[src/rtl/buffer_stream_reader_if.sv]
// Valid/ready stream bundle carrying staged buffer entries to the next pipeline stage.
// The master drives valid/data and the slave returns ready.
interface buffer_stream_reader_if #(
    parameter type T = logic [31:0]
);
    logic out_valid;
    T     out_data;
    logic out_ready;

    modport master (
        output out_valid,
        output out_data,
        input  out_ready
    );

    modport slave (
        input  out_valid,
        input  out_data,
        output out_ready
    );
endinterface

[src/rtl/buffer_stream_reader.sv]
// Drains a show-ahead circular_buffer read port into a registered valid/ready stream
// through a 2-entry (main + skid) stage. Optional stall counter: READER_PERF_CNT_EN.
module buffer_stream_reader #(
    parameter type T    = logic [31:0],
    parameter int  SKID = 1
) (
    input  logic                   clk,
    input  logic                   reset,
    output logic                   buf_read_en,
    input  T                       buf_read_data,
    input  logic                   buf_empty,
    input  logic                   flush,
    buffer_stream_reader_if.master stream,
    output logic [1:0]             occupancy
`ifdef READER_PERF_CNT_EN
    ,
    output logic [31:0]            stall_cycles
`endif
);

    localparam logic [1:0] CAP = (SKID != 0) ? 2'd2 : 2'd1;

    logic [1:0] cnt;
    logic [1:0] cnt_next;
    logic [1:0] push_slot;
    logic       out_valid_q;
    T           entry0;
    T           entry1;
    T           entry0_next;
    T           entry1_next;
    logic       push;
    logic       pop;

    // The pop request looks only at local state and the buffer flag, so out_ready
    // never reaches buf_read_en combinationally; the skid slot absorbs the extra word.
    assign buf_read_en = !buf_empty && !flush && !reset && (cnt < CAP);
    assign push        = buf_read_en;
    assign pop         = out_valid_q && stream.out_ready;
    assign push_slot   = cnt - {1'b0, pop};

    always_comb begin
        cnt_next    = cnt + {1'b0, push} - {1'b0, pop};
        entry0_next = entry0;
        entry1_next = entry1;
        if (pop) begin
            entry0_next = entry1;
        end
        if (push) begin
            if (push_slot == 2'd0) begin
                entry0_next = buf_read_data;
            end else begin
                entry1_next = buf_read_data;
            end
        end
    end

    // Flush drops the staged entries but leaves the data registers alone; only
    // reset zeroes them.
    always_ff @(posedge clk) begin
        if (reset) begin
            cnt         <= 2'd0;
            out_valid_q <= 1'b0;
            entry0      <= '0;
            entry1      <= '0;
        end else if (flush) begin
            cnt         <= 2'd0;
            out_valid_q <= 1'b0;
        end else begin
            cnt         <= cnt_next;
            out_valid_q <= (cnt_next != 2'd0);
            entry0      <= entry0_next;
            entry1      <= entry1_next;
        end
    end

    assign stream.out_valid = out_valid_q;
    assign stream.out_data  = entry0;
    assign occupancy        = cnt;

`ifdef READER_PERF_CNT_EN
    always_ff @(posedge clk) begin
        if (reset) begin
            stall_cycles <= 32'd0;
        end else if (out_valid_q && !stream.out_ready && (stall_cycles != 32'hFFFF_FFFF)) begin
            stall_cycles <= stall_cycles + 32'd1;
        end
    end
`endif

    cnt_within_cap: assert property (@(posedge clk) disable iff (reset) cnt <= CAP);
    no_pop_when_empty: assert property (@(posedge clk) disable iff (reset) !(buf_read_en && buf_empty));

endmodule

[src/flat_wrapper.sv]
// flat-port wrapper written by rule: the top's interface ports become plain ports
module buffer_stream_reader_flat 
#(
    parameter type T    = logic [31:0],
    parameter int  SKID = 1
)
  (clk, reset, buf_read_en, buf_read_data, buf_empty, flush, occupancy, stream_out_valid, stream_out_data, stream_out_ready);
  buffer_stream_reader_if #(.T(T)) stream_i ();
  input  logic clk;
  input  logic reset;
  output logic buf_read_en;
  input  T buf_read_data;
  input  logic buf_empty;
  input  logic flush;
  output logic [1:0] occupancy;
  output wire logic [$bits(stream_i.out_valid)-1:0] stream_out_valid;
  output wire logic [$bits(stream_i.out_data)-1:0] stream_out_data;
  input wire logic [$bits(stream_i.out_ready)-1:0] stream_out_ready;
  assign stream_out_valid = stream_i.out_valid;
  assign stream_out_data = stream_i.out_data;
  assign stream_i.out_ready = stream_out_ready;
  buffer_stream_reader #(.T(T), .SKID(SKID)) u_core (.clk(clk), .reset(reset), .buf_read_en(buf_read_en), .buf_read_data(buf_read_data), .buf_empty(buf_empty), .flush(flush), .stream(stream_i), .occupancy(occupancy));
endmodule
[config.mk]
export PLATFORM = sky130hd
export DESIGN_NAME = buffer_stream_reader_flat
export DESIGN_NICKNAME = d
export VERILOG_FILES = /design/src/rtl/buffer_stream_reader_if.sv /design/src/rtl/buffer_stream_reader.sv /design/src/flat_wrapper.sv
export SDC_FILE = /design/constraint.sdc
export NUM_CORES = 1
export LEC_CHECK = 0
export CAP_MARGIN = 20
export CORE_UTILIZATION = 40
export CTS_BUF_LIST = sky130_fd_sc_hd__clkbuf_8
export DETAILED_ROUTE_END_ITERATION = 8
export PLACE_DENSITY_LB_ADDON = 0.3
export SLEW_MARGIN = 40
export SYNTH_ARGS = -nofsm -noshare
export SYNTH_HDL_FRONTEND = slang
export SYNTH_SLANG_ARGS = --single-unit
export TNS_END_PERCENT = 5
[constraint.sdc]
create_clock -name clk -period 4.4 [get_ports clk]
set_clock_uncertainty 0.05 [all_clocks]
set_input_delay 1.32 -clock clk [delete_from_list [all_inputs] [get_ports clk]]
set_output_delay 1.32 -clock clk [all_outputs]
set_load 0.01 [all_outputs]
==> Word-level counts from Yosys, hierarchy flattened <==
Cells that the tools add are included.
{ "totals": {"mem_bits_rw": 0, "reg_bits": 67, "latchBits": 0, "mem_count": 0, "word_cells": 24, "input_bits": 37, "mem_bits_ro": 0} }
{ "classes": {"bitwise": 2, "div": 0, "n_eq_ne": 0, "shift": 0, "n_mul": 0, "add_sub_neg": 3, "n_mux": 3, "magnitude_cmp": 1, "reduce_logical": 11} }
{ "op_table": {"columns": ["op", "count"], "rows": [
  ["two-way mux 32 bit", 3],
  ["logical AND 1 bit", 4],
  ["subtractor 2 x 1 -> 2 bit", 2],
  ["zero test 1 bit", 3],
  ["AND reduction 3 bit", 1],
  ["adder 2 x 1 -> 2 bit", 1],
  ["zero test 2 bit", 1],
  ["less-than comparator 2 bit (second input constant)", 1],
  ["inverter 1 bit", 2],
  ["nonzero test 2 bit", 1],
  ["OR reduction 2 bit", 1]
]} }

==> Logic depth before layout (Yosys ltp) <==
Gate-level depths: netlist of the first run.
{ "depth": {"ltp_word": 7, "mapped_depth": 10, "mapped_depth_nobuf": 9} }

==> Least setup slack after synthesis of the first run <==
No wires, ideal clock.
{ "synth_path": {"kind": "input to output", "start": "input reset", "end": "output buf_read_en", "arrival_time_ns": 1.778, "setup_slack_ns": 1.252, "path_stages": 2, "required_time_ns": 3.030, "path_cell_list": "buf_2 > nor4_4"} }
{ "synth_via": {"elab_chain_len": 3} }
{ "synth_lines": {"columns": ["item", "line", "source"], "rows": [
  ["start, declared", "flat_wrapper.sv:10", "input logic reset;"],
  ["zero test 1 bit", "buffer_stream_reader.sv:36", "assign buf_read_en = !buf_empty && !flush && !reset && (cnt < CAP);"],
  ["logical AND 1 bit (2 in series)", "buffer_stream_reader.sv:36", null],
  ["end, declared", "flat_wrapper.sv:11", "output logic buf_read_en;"]
]} }
Every way passes these cells.

==> Worst setup path after layout of the first run <==
{ "layout_path": {"start": "input flush", "end": "output buf_read_en"} }
{ "layout_via": {"elab_chain_len": 4} }
{ "layout_lines": {"columns": ["item", "line", "source"], "rows": [
  ["start, declared", "flat_wrapper.sv:14", "input logic flush;"],
  ["zero test 1 bit", "buffer_stream_reader.sv:36", null],
  ["logical AND 1 bit (3 in series)", "buffer_stream_reader.sv:36", null]
]} }
Every way passes these cells.

==> results.tsv, run 1 <==
metric	value	unit
Leak	1.87	nW
RSZ-0062 raised after global routing	no	
Max FO, Critical Path	3	
fin crit period	4.05	ns
fin nets	378	
cell count after placement	424	
share of the synthesized area in the top cell type	0.472	
critical path arrival	2.68	ns
via count	2320	
fraction of layout cells with a size suffix above 1	0.0930	
clock latency on the worst-skew pair	0.34	ns
depth of the CTS H-tree	3	
final hold vios	0	
Clock Tree Root	clkbuf_8	
# Post-CTS Setup Buffers	0	
Mapped Nets	310	
# resized after CTS	0	
CP Launch Type	input port	
vias in the first global route	2246	
f_max	0.247	GHz
Power Density	377	mW/mm^2
I/O Pins	73	
Final period util	0.920	
Synth area leaders	dfxtp_1 47%, mux2i_1 23%, a221o_1 11%	
Worst R2R Setup Slack	2.40	ns
Post-DP HPWL	4.09	mm
first-pass GRT wire length	10.7	mm
CTS Hold Bufs	0	
Critical Path Most Common Cell	clkdlybuf4s50_1	
synthesis-to-finish area growth	38.4	%
clock-pin slew on the worst setup and hold paths	0.07	ns
worst slew pin tran	0.740	ns
largest net degree at the start of global routing	37	
Worst setup EP type	output port	
ant diodes	0	
Filler cells	623	
CTS Buf Count	9	
Post-Syn Area	0.00284	sq mm
Max-Cap Viols	0	
Final Power	1.48	mW
# DRC	0	
final setup TNS	0	ns
core box area	0.00683	sq mm
ANT nets after route	0	
CTS max path bufs	2	
port buffer count	72	
GRT Util Overall	0.187	
classification of the worst setup path	in2out	
#FFs+latches synth	67	
die width	86.3	um
final hold slack	0.448	ns
Die Span Y	86.3	um
GP Congestion	0.690	
number of antenna violations at the first check in global routing	0	
largest area contributor in the netlist	dfxtp_1	
average wire per standard cell	14.8	um
max incr delay on CP	0.57	ns
fin. max-slew vios	0	
Post-Layout Cell Count	440	
Initial Util	0.416	
storage element area	0.00134	sq mm
register area share after synthesis	0.472	
Netlist cell types	21	
Rows	30	
Avg Inst Size Synth	10.5	sq um
vias per std cell	5.27	
Critical Path RT	3.03	ns
Final Setup Violations	0	
CP max stage cell	clkdlybuf4s50_1	
starting DRC count in detailed routing	82	
First-pass DRT Iterations	4	
Slew HR	0.507	
total grt overflow	0	
Max VDD drop	0.285	mV
CTS tree	done	
Total Wirelength	6.50	mm
Ys Warns	0	
Die ar.	0.00745	sq mm
CTS sink cnt	67	
type of the worst min-delay path	reg2reg	
crit-path cells	clkdlybuf4s50_1 -> nor4_4 -> clkdlybuf4s50_1	
status	completed	
multi-input logic area	0.00139	sq mm
post-synthesis cell count	271	
[per-stage QoR]
stage          setup WS (ns)   util  cell area, sq um
3_3_place_gp           0.346  0.533              3640
3_5_place_dp           0.333  0.538              3670
2_1_floorplan           1.25      -              2840
6_report               0.350  0.576              3940
4_1_cts                0.328  0.576              3940
5_1_grt                0.272  0.576              3940
[cells in the mapped netlist, drive strengths merged]
master / instances
a21boi: 1
a221o: 32
and3b: 1
buf: 13
clkbuf: 11
dfxtp: 67
ha: 2
inv: 4
mux2i: 64
nand2: 1
nor2: 35
nor2b: 2
nor3: 33
nor4: 1
o21ai: 1
or2: 1
xnor2: 2
[cell type report]
type | count | share of cell area
Multi-Input combinational cell | 176 | 0.354
Sequential cell | 67 | 0.341
Timing Repair Buffer | 81 | 0.204
Clock inverter | 7 | 0.0356
Clock buffer | 9 | 0.0315
Tap cell | 96 | 0.0305
Inverter | 4 | 0.00381
[state kept, by name, indices dropped and copies added, names as in the netlist]
name / cells
u_core.entry1: 32
u_core.occupancy: 2
u_core.stream.out_data: 32
u_core.stream.out_valid: 1
[metal layers]
| metal | track usage | up-vias | part of all wire | wire [um] |
|---|---|---|---|---|
| met5 | 0 | - | 0 | 0 |
| met4 | 0.0591 | 0 | 0.014 | 92 |
| met3 | 0.0733 | 11 | 0.069 | 448 |
| met2 | 0.300 | 70 | 0.46 | 3000 |
| met1 | 0.230 | 1099 | 0.45 | 2960 |
| li1 | - | 1140 | - | - |
[worst paths after layout]
kind | startpoint | end | cells past startpoint
setup / recovery | flush | buf_read_en | 3
hold / removal | u_core.entry1[28] | u_core.entry1[28] | 2
setup reg to reg | u_core.occupancy[1] | u_core.stream.out_data[17] | 7
hold reg to reg | u_core.entry1[28] | u_core.entry1[28] | 2
[power by group]
part	internal [mW]	switching (mW)	leakage [nW]	total, mW
sequential	0.628	0.0177	0.544	0.646
clock	0.433	0.239	0.125	0.672
combinational	0.0962	0.0707	1.20	0.167
total	1.16	0.328	1.87	1.48
[cells by family (layout without fill, tap and decap cells)]
kind of cell | count (synthesis) | after routing | synth area share
buffers and inverters | 28 | 101 | 0.0444
DFF | 67 | 67 | 0.472
muxes | 64 | 64 | 0.225
and+or+nand+nor | 74 | 74 | 0.127
AOI/OAI and AO/OA | 34 | 34 | 0.117
adders and majority gates | 2 | 2 | 0.00880
xor gates and xnor gates | 2 | 2 | 0.00616
[cell usage in the layout (no fill, tap or decap), drive strengths merged, types with 2 or more instances in the layout]
| master | synthesis | routed |
|---|---|---|
| buf | 13 | 9 |
| clkdlybuf4s50 | 0 | 72 |
| clkinvlp | 0 | 2 |
| mux2i | 64 | 64 |
| a221o | 32 | 32 |
| nor3 | 33 | 33 |
| bufinv | 0 | 4 |
| xnor2 | 2 | 2 |
| inv | 4 | 4 |
| clkbuf | 11 | 9 |
| dfxtp | 67 | 67 |
| ha | 2 | 2 |
| nor2 | 35 | 35 |
| nor2b | 2 | 2 |
[critical path: cells and delay by family]
kind,cells,cell delay [ns]
buffers and inverters,2,1.05
AND/OR/NAND/NOR,1,0.31
Note: power is estimated with default switching activity, not from simulation.
==> run 2, diff against run 1 <==
CORE_UTILIZATION = 54   (was 40)
==> results.tsv, run 2 (synthesis results as in run 1) <==
metric	value	unit
status	completed	
Final period util	0.922	
depth of the CTS H-tree	3	
fin. max-slew vios	0	
Final Setup Violations	0	
ANT nets after route	0	
Critical Path Most Common Cell	clkdlybuf4s50_1	
Total Wirelength	6.27	mm
GRT Util Overall	0.236	
commonest non-fill, non-tap cells in the layout	72 x clkdlybuf4s50_1, 67 x dfxtp_1, 64 x mux2i_1, 35 x nor2_1	
Max FO, Critical Path	3	
die width	74.6	um
CP Launch Type	input port	
Power Density	337	mW/mm^2
number of antenna violations at the first check in global routing	0	
Die ar.	0.00556	sq mm
CTS Buf Count	9	
worst path bufs/invs	2	
I/O Pins	73	
FF-to-FF path depth	5	
average wire per standard cell	15.2	um
fraction of layout cells with a size suffix above 1	0.0789	
# resized after CTS	0	
vias in the first global route	2118	
GP Congestion	0.699	
Max-Cap Viols	0	
Leak	1.83	nW
# Post-CTS Setup Buffers	0	
RSZ-0062 raised after global routing	no	
critical path depth in cells	3	
clock-pin slew on the worst setup and hold paths	0.06	ns
Critical Path RT	3.03	ns
starting DRC count in detailed routing	122	
Worst R2R Setup Slack	2.23	ns
CTS Hold Bufs	0	
largest net degree at the start of global routing	36	
commonest non-fill, non-tap cell in the layout	clkdlybuf4s50_1	
Clock Tree Root	clkbuf_8	
Largest delay share family, worst path	buffers and inverters	
via count	2310	
Worst setup EP type	output port	
Die Span Y	74.6	um
clock latency on the worst-skew pair	0.33	ns
fin crit period	4.06	ns
CTS max path bufs	2	
First-pass DRT Iterations	4	
port buffer count	72	
f_max	0.246	GHz
max incr delay on CP	0.58	ns
Max VDD drop	0.257	mV
core box area	0.00507	sq mm
crit-path cells	clkdlybuf4s50_1 -> nor4_4 -> clkdlybuf4s50_1	
classification of the worst setup path	in2out	
fin nets	377	
Hold Crit Depth	2	
final hold slack	0.444	ns
critical path arrival	2.69	ns
Rows	26	
CP max stage cell	clkdlybuf4s50_1	
CTS sink cnt	67	
vias per std cell	5.61	
Slew HR	0.486	
CTS tree	done	
total grt overflow	0	
first-pass GRT wire length	9.89	mm
type of the worst min-delay path	reg2reg	
ant diodes	0	
worst slew pin tran	0.767	ns
final hold vios	0	
synthesis-to-finish area growth	33.3	%
Post-DP HPWL	4.06	mm
Initial Util	0.560	
# DRC	0	
final setup TNS	0	ns
==> run 2: cell count changes in the layout (fill, tap and decap cells not counted), sizes merged <==
cell,delta
bufinv,-3
clkinv,+1
clkinvlp,-2
inv,+3
buf,-1
==> run 2: power by group <==
group          total, mW  switching, mW  internal (mW)
Combinational      0.166         0.0704         0.0960
Sequential         0.647         0.0180          0.629
Clock              0.466          0.215          0.251
==> run 2: layer usage <==
layer	global-route usage	part of all wire	vias up
met3	0.0583	0.052	8
met4	0.107	0.013	0
met2	0.373	0.48	60
met1	0.305	0.46	1102
met5	0	0	-
li1	-	-	1140
==> run 2: path summary, 6_finish.rpt <==
path | from | end
min | u_core.entry1[16] | u_core.entry1[16]
max | flush | buf_read_en
min reg2reg | u_core.entry1[16] | u_core.entry1[16]
max reg2reg | u_core.stream.out_valid | u_core.entry1[6]
==> run 2: area by class of cell <==
cell class | count | area, sq um
clock inverter | 6 | 51.3
fill | 389 | 1280
inverter | 4 | 15.0
clock buffer | 9 | 124
timing repair buffer | 80 | 781
sequential | 67 | 1340
tap | 70 | 87.6
multi-input combinational | 176 | 1390
==> run 2: metrics by stage <==
stage	power, mW	instance area [sq um]	util	setup slack [ns]	cells
3_5_place_dp	0.826	3620	0.713	0.341	397
5_1_grt	1.33	3790	0.747	0.265	412
2_1_floorplan	0.733	2840	-	1.25	271
6_report	1.28	3790	0.747	0.342	412
3_3_place_gp	0.822	3620	0.713	0.363	397
4_1_cts	1.29	3790	0.747	0.337	412
==> run 2: tightest hold or removal path: stages, from the launching register on <==
cell     delay (ns)
dfxtp_1        0.32
mux2i_1        0.07
nor2_1         0.07
